### src/rtl/cache_mem_arbiter.sv
// cache_mem_arbiter: grants the memory bus to the icache or dcache for whole line transactions
module cache_mem_arbiter #(
  parameter int BURST_LEN = 8,
  parameter int CNT_W     = $clog2(BURST_LEN)
) (
  input  logic        clk,
  input  logic        resetn,
  input  logic        i_mem_req,
  input  logic [31:0] i_mem_addr,
  output logic [31:0] i_mem_rdata,
  output logic        i_mem_addr_ok,
  output logic        i_mem_data_ok,
  input  logic        d_mem_req,
  input  logic        d_mem_wen,
  input  logic [31:0] d_mem_addr,
  input  logic [31:0] d_mem_wdata,
  input  logic        d_wlast,
  input  logic        d_awvalid,
  output logic [31:0] d_mem_rdata,
  output logic        d_mem_addr_ok,
  output logic        d_mem_data_ok,
  output logic        d_wb_ok,
  output logic        m_req,
  output logic        m_wen,
  output logic        m_wlast,
  output logic        m_awvalid,
  output logic [31:0] m_addr,
  output logic [31:0] m_wdata,
  input  logic [31:0] m_rdata,
  input  logic        m_addr_ok,
  input  logic        m_data_ok,
  input  logic        m_wb_ok,
  output logic [1:0]  grant
);
  typedef enum logic [1:0] {IDLE, I_RD, D_RD, D_WR} state_e;
  state_e           state_q, state_d;
  logic [CNT_W-1:0] cnt_q, cnt_d;
  logic             last_d_q, last_d_d;
  logic             own_i, own_d, pick_d;
  assign own_i  = state_q == I_RD;
  assign own_d  = (state_q == D_RD) || (state_q == D_WR);
  assign pick_d = d_mem_req && (!i_mem_req || !last_d_q);
  // State, read beat counter and last owner (1 = dcache) registers
  always_ff @(posedge clk or negedge resetn) begin
    if (!resetn) begin
      state_q  <= IDLE;
      cnt_q    <= '0;
      last_d_q <= 1'b0;
    end else begin
      state_q  <= state_d;
      cnt_q    <= cnt_d;
      last_d_q <= last_d_d;
    end
  end
  // Arbitration in IDLE, completion by beat count for reads or wb_ok for writebacks
  always_comb begin
    state_d  = state_q;
    cnt_d    = cnt_q;
    last_d_d = last_d_q;
    case (state_q)
      IDLE: begin
        if (pick_d) state_d = d_mem_wen ? D_WR : D_RD;
        else if (i_mem_req) state_d = I_RD;
      end
      I_RD, D_RD: begin
        if (m_data_ok) begin
          cnt_d = cnt_q + 1'b1;
          if (cnt_q == CNT_W'(BURST_LEN - 1)) begin
            state_d  = IDLE;
            cnt_d    = '0;
            last_d_d = state_q == D_RD;
          end
        end
      end
      D_WR: begin
        if (m_wb_ok) begin
          state_d  = IDLE;
          last_d_d = 1'b1;
        end
      end
      default: state_d = IDLE;
    endcase
  end
  // Route the owner's request to the bus and bus responses back to the owner only
  always_comb begin
    m_req         = own_i ? i_mem_req : own_d && d_mem_req;
    m_wen         = own_d && d_mem_wen;
    m_wlast       = own_d && d_wlast;
    m_awvalid     = own_d && d_awvalid;
    m_addr        = own_i ? i_mem_addr : own_d ? d_mem_addr : 32'd0;
    m_wdata       = own_d ? d_mem_wdata : 32'd0;
    i_mem_addr_ok = own_i && m_addr_ok;
    i_mem_data_ok = own_i && m_data_ok;
    d_mem_addr_ok = own_d && m_addr_ok;
    d_mem_data_ok = own_d && m_data_ok;
    d_wb_ok       = (state_q == D_WR) && m_wb_ok;
    grant         = {own_d, own_i};
    i_mem_rdata   = m_rdata;
    d_mem_rdata   = m_rdata;
  end
endmodule
### config.mk
export PLATFORM = sky130hd
export DESIGN_NAME = cache_mem_arbiter
export DESIGN_NICKNAME = d
export VERILOG_FILES = /design/src/rtl/cache_mem_arbiter.sv
export SDC_FILE = /design/constraint.sdc
export NUM_CORES = 1
export LEC_CHECK = 0
export CORE_AREA = 2 2 108 110
export DETAILED_ROUTE_END_ITERATION = 7
export DIE_AREA = 0 0 110 112
export PLACE_DENSITY_LB_ADDON = 0.25
export SYNTH_ARGS = -nofsm -noshare
export SYNTH_HDL_FRONTEND = slang
export SYNTH_SLANG_ARGS = --single-unit
### constraint.sdc
create_clock -name clk -period 1.3 [get_ports clk]
set_input_delay 0.195 -clock clk [delete_from_list [all_inputs] [get_ports clk]]
set_output_delay 0.195 -clock clk [all_outputs]
set_load 0.02 [all_outputs]
==> impl_results.html, run 1 <==
<table>
<tr><th>Metric</th><th>Value</th></tr>
<tr><th colspan="2">Logic synthesis</th></tr>
<tr><td>Gate Count Post-Synth</td><td>194</td></tr>
<tr><td>Number of enable-type register cells in the synthesized netlist</td><td>0</td></tr>
<tr><td>Synth Area per Inst</td><td>7.946 um2</td></tr>
<tr><td>Yosys reg bits</td><td>6</td></tr>
<tr><td>Sequential-to-total area share from yosys stat</td><td>0.09740</td></tr>
<tr><td>Warnings from Yosys</td><td>0</td></tr>
<tr><td>Post-Synthesis Cell Area</td><td>1541 um2</td></tr>
<tr><td>Post-synth net total</td><td>338</td></tr>
<tr><td>Top flip-flop cell by instance count after synthesis</td><td>dfrtp_1</td></tr>
<tr><td>Async set-or-reset flop fraction in the synthesized netlist</td><td>1.000</td></tr>
<tr><td>Post-synthesis cell type count</td><td>29</td></tr>
<tr><th colspan="2">Final layout</th></tr>
<tr><td>Non-Filler Instances</td><td>470</td></tr>
<tr><td>Nets@finish</td><td>473</td></tr>
<tr><td>Share of cells above drive strength 1</td><td>0.5168</td></tr>
<tr><td>Antenna Diode Count</td><td>0</td></tr>
<tr><td>Area growth from synthesis to final layout</td><td>134.7%</td></tr>
<tr><th colspan="2">Worst setup path</th></tr>
<tr><td>Cell Chain, Critical Path</td><td>inv_2 &gt; ha_4 &gt; nor2_4 &gt; buf_12 &gt; a22o_4 &gt; buf_6</td></tr>
<tr><td>Critical setup path kind</td><td>reg -&gt; out</td></tr>
<tr><td>Cell family contributing the most delay on the critical path</td><td>flip-flops</td></tr>
<tr><td>Critical Path Sink Type</td><td>output port</td></tr>
<tr><td>Required time of the worst setup path</td><td>1.11 ns</td></tr>
<tr><td>CP startpoint kind</td><td>flop</td></tr>
<tr><td>Worst EP arrival</td><td>1.52 ns</td></tr>
<tr><td>Master of the slowest instance on the critical path</td><td>dfrtp_2</td></tr>
<tr><td>Crit path buf inv count</td><td>3</td></tr>
<tr><td>Delay of the slowest cell on the worst path</td><td>0.45 ns</td></tr>
<tr><td>Worst-path fanout max</td><td>18</td></tr>
<tr><th colspan="2">Power</th></tr>
<tr><td>Leakage Power</td><td>1.659 nW</td></tr>
<tr><td>PwrDens</td><td>1774 nW/um2</td></tr>
<tr><td>Fraction of power spent switching nets</td><td>0.4156</td></tr>
<tr><td>Combinational cell fraction of total power</td><td>0.865</td></tr>
<tr><td>Cell-internal power</td><td>3.752 mW</td></tr>
<tr><td>Worst IR drop on VDD</td><td>0.5921 mV</td></tr>
<tr><td>Share of total power in the clock network</td><td>0.076</td></tr>
<tr><td>Switching power of the nets</td><td>2.668 mW</td></tr>
<tr><td>Power consumption</td><td>6.420 mW</td></tr>
<tr><td>Seq pwr share</td><td>0.059</td></tr>
<tr><th colspan="2">Placement</th></tr>
<tr><td>Placed cell count</td><td>457</td></tr>
<tr><td>DP HPWL</td><td>5362 um</td></tr>
<tr><td>Count of input and output buffers</td><td>180</td></tr>
<tr><td>Final Wtd Congestion</td><td>0.8283</td></tr>
<tr><th colspan="2">STA</th></tr>
<tr><td>FMAX</td><td>0.5818 GHz</td></tr>
<tr><td>Count of final hold-check violations</td><td>0</td></tr>
<tr><td>Period Utilization, post-route</td><td>1.322</td></tr>
<tr><td>Minimum clock period</td><td>1.719 ns</td></tr>
<tr><td>Final setup vio count</td><td>81</td></tr>
<tr><td>Worst clock skew</td><td>0.001286 ns</td></tr>
<tr><td>Worst slew margin</td><td>0.8036</td></tr>
<tr><td>Setup WS post-layout</td><td>-0.4187 ns</td></tr>
<tr><td>Final-report max-slew violation count</td><td>0</td></tr>
<tr><td>Setup repair after global routing missed its margin</td><td>yes</td></tr>
<tr><td>Actual transition at the worst max-transition pin</td><td>0.2937 ns</td></tr>
<tr><th colspan="2">Floorplanning</th></tr>
<tr><td>Width of the die</td><td>110 um</td></tr>
<tr><td>Number of placement rows</td><td>39</td></tr>
<tr><td>Die span in y</td><td>112 um</td></tr>
<tr><td>Initial Utilization</td><td>0.1379</td></tr>
<tr><td>Core box area</td><td>11170 um2</td></tr>
<tr><td>Die footprint</td><td>12320 um2</td></tr>
<tr><td>Boundary Pins</td><td>277</td></tr>
<tr><th colspan="2">Clock network</th></tr>
<tr><td>Clock transition time at the flip-flop clock pins of the worst setup and hold paths</td><td>0.03 ns</td></tr>
<tr><td>Clock Root Buffer</td><td>clkbuf_16</td></tr>
<tr><td>Number of clock sinks</td><td>6</td></tr>
<tr><td>Hold-fix buffers at CTS</td><td>0</td></tr>
<tr><td>Max H-tree Level</td><td>1</td></tr>
<tr><td>Deepest clock path buffer count</td><td>2</td></tr>
<tr><td>Worst-Skew Late Latency</td><td>0.22 ns</td></tr>
<tr><td>Number of CTS-inserted buffers</td><td>3</td></tr>
<tr><td>TritonCTS clock tree</td><td>built</td></tr>
<tr><th colspan="2">Detailed routing</th></tr>
<tr><td>DR pass1 iterations</td><td>2</td></tr>
<tr><td>Detail-routed via count per cell</td><td>3.836</td></tr>
<tr><td>Via count</td><td>1803</td></tr>
<tr><td>WL per Instance</td><td>14.13 um</td></tr>
<tr><td>Total routed wirelength</td><td>6639 um</td></tr>
<tr><td>Post-detailed-route DRC marker count</td><td>0</td></tr>
<tr><td>Post-DRT Antenna Nets</td><td>0</td></tr>
<tr><td>Number of design-rule violations left by the first detailed-router iteration</td><td>42</td></tr>
<tr><th colspan="2">Outcome</th></tr>
<tr><td>Violations in the final reports</td><td>negative setup slack</td></tr>
<tr><td>Run status</td><td>finished with violations</td></tr>
<tr><th colspan="2">Min path</th></tr>
<tr><td>Class of the most critical hold timing path</td><td>in -&gt; async</td></tr>
<tr><th colspan="2">Global route</th></tr>
<tr><td>Wire length of the first global-routing pass</td><td>9804 um</td></tr>
<tr><td>Pin count of the biggest net entering global routing</td><td>29</td></tr>
<tr><td>Global-route track usage on met2</td><td>0.1873</td></tr>
<tr><td>Antenna violations before repair</td><td>0</td></tr>
<tr><td>Vias in the first global route</td><td>1849</td></tr>
<tr><td>Met1 global-route usage</td><td>0.1123</td></tr>
<tr><td>Most utilized layer in the global route result</td><td>met2</td></tr>
<tr><td>Met3 track utilization from global routing</td><td>0.02166</td></tr>
<tr><td>GRT Overall Usage</td><td>0.1005</td></tr>
<tr><td>Sum of overflow across all layers after global routing</td><td>0</td></tr>
<tr><th colspan="2">Job</th></tr>
<tr><td>Max-cap violation count</td><td>0</td></tr>
</table>
per-stage QoR:
| stage | instance area [um2] | setup slack, ns | util | hold WS [ns] | TNS (ns) |
|---|---|---|---|---|---|
| 2_1_floorplan | 1828 | -0.06255 | - | -0.1006 | -1.663 |
| 3_3_place_gp | 3391 | -0.6251 | 0.3034 | 0.3902 | -37.74 |
| 3_5_place_dp | 3391 | -0.6456 | 0.3034 | 0.3902 | -39.24 |
| 4_1_cts | 3576 | -0.4981 | 0.3200 | 0.2350 | -25.03 |
| 5_1_grt | 3618 | -0.4679 | 0.3238 | 0.2473 | -29.25 |
| 6_report | 3618 | -0.4187 | 0.3238 | 0.2226 | -23.39 |
cell usage after synthesis (2+ instances only):
master	n	area (um2)
and2_2	3	22.52
mux2_2	2	22.52
clkbuf_1	2	7.510
ha_1	6	75.07
o21ai_0	3	15.01
inv_1	3	11.26
nand2b_1	2	12.51
a21oi_1	2	10.01
buf_2	2	10.01
and2_4	9	78.83
buf_4	72	540.5
and2_1	28	175.2
nand2_1	10	37.54
dfrtp_1	6	150.1
a22o_1	30	262.8
cell families (layout without fill, tap and decap cells):
kind of cell	after synthesis	after routing	synth area share
buffers and inverters	80	212	0.3766
AND/OR/NAND/NOR	57	58	0.2321
adder cells (fa/ha/maj)	6	6	0.04870
AO/OA/AOI/OAI	42	42	0.2240
flip-flops	6	6	0.09740
multiplexers	3	3	0.02110
cells in the final DEF (no fill, tap or decap), types with 2 or more instances in the layout:
cell type	n
a21oi_2	2
a22o_1	5
a22o_4	25
and2_1	25
and2_4	15
buf_12	3
buf_2	24
buf_4	17
buf_6	56
clkbuf_16	3
clkdlybuf4s50_1	105
dfrtp_1	4
dfrtp_2	2
ha_1	2
ha_4	4
inv_2	2
mux2_2	2
nand2_1	7
nand2_4	2
nand2b_1	2
o21ai_4	3
or2_4	3
power by group through the flow:
stage	registers (mW)	clock network, mW	logic [mW]
4_1_cts	0.367	0.495	5.58
3_5_place_dp	0.357	0	4.93
5_1_grt	0.388	0.515	5.90
6_report	0.377	0.487	5.56
2_1_floorplan	0.345	0	3.20
3_3_place_gp	0.354	0	4.90
state kept, by name, indices dropped and copies added (netlist names):
name and flops:
state_q 2, cnt_q 3, last_d_q 1
layout make-up:
cell class	instances	area (um2)
clock buffers	3	75.07
fillers	1143	7556
inverters	3	11.26
multi-input cells	109	1184
flip-flops and latches	6	152.6
well taps	143	178.9
repair buffers	206	2017
final timing paths:
kind / startpoint / end / slack [ns] / depth (start not counted)
min in group clk: m_rdata[30] / d_mem_rdata[30] / 0.39 / 0
min: resetn / cnt_q[0] / 0.22 / 1
max: state_q[1] / m_addr[26] / -0.42 / 6
max reg2reg: state_q[1] / cnt_q[2] / -0.36 / 7
min reg2reg: cnt_q[1] / cnt_q[1] / 0.50 / 1
max in group asynchronous: resetn / state_q[1] / 0.83 / 1
metal layers:
metal  vias to the layer above  wire length, um
met4                         0              122
met1                       829             2394
met3                        21              664
li1                        860                -
met5                         -                0
met2                        93             3458
what timing repair did:
item	4_1_cts	5_1_grt
buffers inserted	8	4
gates cloned	2	0
pin swaps	7	6
resized for setup	410	25
setup endpoints to repair	81	81
(Power assumes the default switching activity.)
==> inputs of run 2 (changes only) <==
CELL_PAD_IN_SITES_DETAIL_PLACEMENT = 0   (was default)
CELL_PAD_IN_SITES_GLOBAL_PLACEMENT = 1   (was default)
CORE_AREA = 2 2 107 109   (was 2 2 108 110)
DIE_AREA = 0 0 109 111   (was 0 0 110 112)
DONT_BUFFER_PORTS = 1   (was default)
==> run 2 against run 1 <==
Worst hold slack lost 0.094 ns. Maximum frequency is 2.8% higher. First-iteration DRC count down 24%. Clock skew increased by 0.0013 ns. Largest cell class is now multi-input gates. The run still ends with negative setup slack left. Non-clock buffer count shrank 181. Die area decreased by 1.8%. Sequential cell count is the same.
==> impl_results.html, run 2 (synthesis results as in run 1) <==
<table>
<tr><th>Metric</th><th>Value</th></tr>
<tr><th colspan="2">Clock network</th></tr>
<tr><td>Worst-Skew Late Latency</td><td>0.23 ns</td></tr>
<tr><td>Max H-tree Level</td><td>1</td></tr>
<tr><td>Clock transition time at the flip-flop clock pins of the worst setup and hold paths</td><td>0.03 ns</td></tr>
<tr><td>TritonCTS clock tree</td><td>built</td></tr>
<tr><td>Clock Root Buffer</td><td>clkbuf_16</td></tr>
<tr><td>Number of clock sinks</td><td>6</td></tr>
<tr><td>Deepest clock path buffer count</td><td>2</td></tr>
<tr><td>Number of CTS-inserted buffers</td><td>3</td></tr>
<tr><th colspan="2">Floorplanning</th></tr>
<tr><td>Die footprint</td><td>12100 um2</td></tr>
<tr><td>Width of the die</td><td>109 um</td></tr>
<tr><td>Die span in y</td><td>111 um</td></tr>
<tr><td>Boundary Pins</td><td>277</td></tr>
<tr><td>Core box area</td><td>11080 um2</td></tr>
<tr><td>Initial Utilization</td><td>0.1392</td></tr>
<tr><td>Number of placement rows</td><td>39</td></tr>
<tr><th colspan="2">STA</th></tr>
<tr><td>Worst slew margin</td><td>0.7947</td></tr>
<tr><td>FMAX</td><td>0.5982 GHz</td></tr>
<tr><td>Final-report max-slew violation count</td><td>0</td></tr>
<tr><td>Total Negative Setup Slacks</td><td>-18.15 ns</td></tr>
<tr><td>Worst hold slack</td><td>0.1287 ns</td></tr>
<tr><td>Worst clock skew</td><td>0.002554 ns</td></tr>
<tr><td>Minimum clock period</td><td>1.672 ns</td></tr>
<tr><td>Period Utilization, post-route</td><td>1.286</td></tr>
<tr><td>Setup repair after global routing missed its margin</td><td>yes</td></tr>
<tr><td>Count of final hold-check violations</td><td>0</td></tr>
<tr><td>Setup WS post-layout</td><td>-0.3718 ns</td></tr>
<tr><td>Actual transition at the worst max-transition pin</td><td>0.3070 ns</td></tr>
<tr><td>Final setup vio count</td><td>81</td></tr>
<tr><th colspan="2">Global route</th></tr>
<tr><td>Vias in the first global route</td><td>1109</td></tr>
<tr><td>GRT Overall Usage</td><td>0.06471</td></tr>
<tr><td>Antenna violations before repair</td><td>0</td></tr>
<tr><td>Pin count of the biggest net entering global routing</td><td>36</td></tr>
<tr><td>Wire length of the first global-routing pass</td><td>5989 um</td></tr>
<tr><td>Sum of overflow across all layers after global routing</td><td>0</td></tr>
<tr><th colspan="2">Worst setup path</th></tr>
<tr><td>Required time of the worst setup path</td><td>1.11 ns</td></tr>
<tr><td>Worst-path fanout max</td><td>9</td></tr>
<tr><td>Critical setup path kind</td><td>reg -&gt; out</td></tr>
<tr><td>Critical Path Sink Type</td><td>output port</td></tr>
<tr><td>Worst EP arrival</td><td>1.48 ns</td></tr>
<tr><td>CP startpoint kind</td><td>flop</td></tr>
<tr><th colspan="2">Detailed routing</th></tr>
<tr><td>Via count</td><td>1174</td></tr>
<tr><td>Total routed wirelength</td><td>4842 um</td></tr>
<tr><td>Number of design-rule violations left by the first detailed-router iteration</td><td>32</td></tr>
<tr><td>WL per Instance</td><td>16.75 um</td></tr>
<tr><td>Detail-routed via count per cell</td><td>4.062</td></tr>
<tr><td>Post-DRT Antenna Nets</td><td>0</td></tr>
<tr><td>Post-detailed-route DRC marker count</td><td>0</td></tr>
<tr><td>DR pass1 iterations</td><td>4</td></tr>
<tr><th colspan="2">Final layout</th></tr>
<tr><td>Flip-flop count of the largest register after layout</td><td>3</td></tr>
<tr><td>Commonest non-fill, non-tap cells in the layout</td><td>and2_4 (40), a22o_4 (30), buf_4 (11)</td></tr>
<tr><td>Area growth from synthesis to final layout</td><td>32.55%</td></tr>
<tr><td>Largest registers</td><td>cnt_q x3, state_q x2, last_d_q x1</td></tr>
<tr><td>Share of cells above drive strength 1</td><td>0.8493</td></tr>
<tr><td>Antenna Diode Count</td><td>0</td></tr>
<tr><td>Register bank with the most flops</td><td>cnt_q</td></tr>
<tr><td>Nets@finish</td><td>292</td></tr>
<tr><td>Final instance area</td><td>2043 um2</td></tr>
<tr><td>Most frequent standard cell in the layout excluding fill and tap cells</td><td>and2_4</td></tr>
<tr><th colspan="2">Min path</th></tr>
<tr><td>Class of the most critical hold timing path</td><td>in -&gt; reg</td></tr>
<tr><th colspan="2">Placement</th></tr>
<tr><td>DP Area</td><td>1546 um2</td></tr>
<tr><td>Count of input and output buffers</td><td>0</td></tr>
<tr><td>DP HPWL</td><td>3718 um</td></tr>
<tr><td>Final Wtd Congestion</td><td>0.6987</td></tr>
<tr><th colspan="2">Outcome</th></tr>
<tr><td>Violations in the final reports</td><td>negative setup slack</td></tr>
<tr><td>Run status</td><td>finished with violations</td></tr>
<tr><th colspan="2">Power</th></tr>
<tr><td>Worst IR drop on VDD</td><td>0.5995 mV</td></tr>
<tr><td>PwrDens</td><td>2546 nW/um2</td></tr>
<tr><td>Leakage Power</td><td>0.9053 nW</td></tr>
<tr><th colspan="2">Job</th></tr>
<tr><td>Max-cap violation count</td><td>0</td></tr>
</table>
run 2: cell types whose count changed in the layout (fill, tap and decap cells not counted), sizes merged:
| cell | before | now |
|---|---|---|
| clkbuf | 3 | 4 |
| clkdlybuf4s50 | 105 | 0 |
| buf | 101 | 23 |
| dlygate4sd3 | 0 | 1 |
run 2: metal layers:
metal	part of all wire	up-vias	track usage	routed length (um)
met1	0.33	530	0.06990	1622
met4	0.037	0	0.03932	180
li1	-	498	-	-
met3	0.10	23	0.009994	489
met2	0.53	123	0.1155	2550
met5	0	-	0	0
run 2: worst max-delay path, stage by stage, from the launching register on:
cell and delay [ns]:
dfrtp_2 0.40, inv_2 0.07, ha_4 0.20, buf_12 0.14
clkbuf_16 0.16, a22o_4 0.28
run 2: final timing paths:
path                            startpoint          to  slack, ns  cells past startpoint
worst max-delay path            state_q[1]   m_addr[3]      -0.37                      5
worst min-delay path             d_mem_req  state_q[1]       0.13                      2
worst max register to register  state_q[1]  state_q[0]      -0.29                      7
worst min register to register    cnt_q[2]    cnt_q[2]       0.52                      1
max in group asynchronous           resetn  state_q[0]       0.75                      1
min in group asynchronous           resetn    cnt_q[2]       0.29                      1
run 2: repair_timing:
| item | 4_1_cts | 5_1_grt |
|---|---|---|
| endpoints found under the hold margin | 6 | 0 |
| hold buffers | 1 | 0 |
| gates cloned | 1 | 2 |
| setup buffers | 3 | 6 |
| pin swaps | 7 | 9 |
| endpoints found under the setup margin | 81 | 81 |
| gates resized for setup | 51 | 45 |
run 2: layout make-up:
cell class	instances	area, um2
fillers	1191	9034
multi-input cells	109	1309
repair buffers	25	316.6
well taps	143	178.9
flip-flops and latches	6	152.6
clock buffers	3	75.07
inverters	3	11.26
run 2: through the flow:
stage / utilization / power [mW] / std cells / worst slack (ns)
floorplan: - / 3.543 / 194 / -0.06255
global placement: 0.1396 / 3.628 / 273 / -0.1701
detailed placement: 0.1396 / 3.637 / 273 / -0.2004
CTS: 0.1646 / 4.657 / 281 / -0.3407
global route: 0.1845 / 5.496 / 289 / -0.4008
finish: 0.1845 / 5.203 / 289 / -0.3718
run 2: power breakdown:
part / leakage, nW / internal, mW / switching (mW)
logic: 0.800 / 2.13 / 2.20
registers: 0.0689 / 0.286 / 0.0906
clock network: 0.0370 / 0.394 / 0.0972
total: 0.905 / 2.81 / 2.39
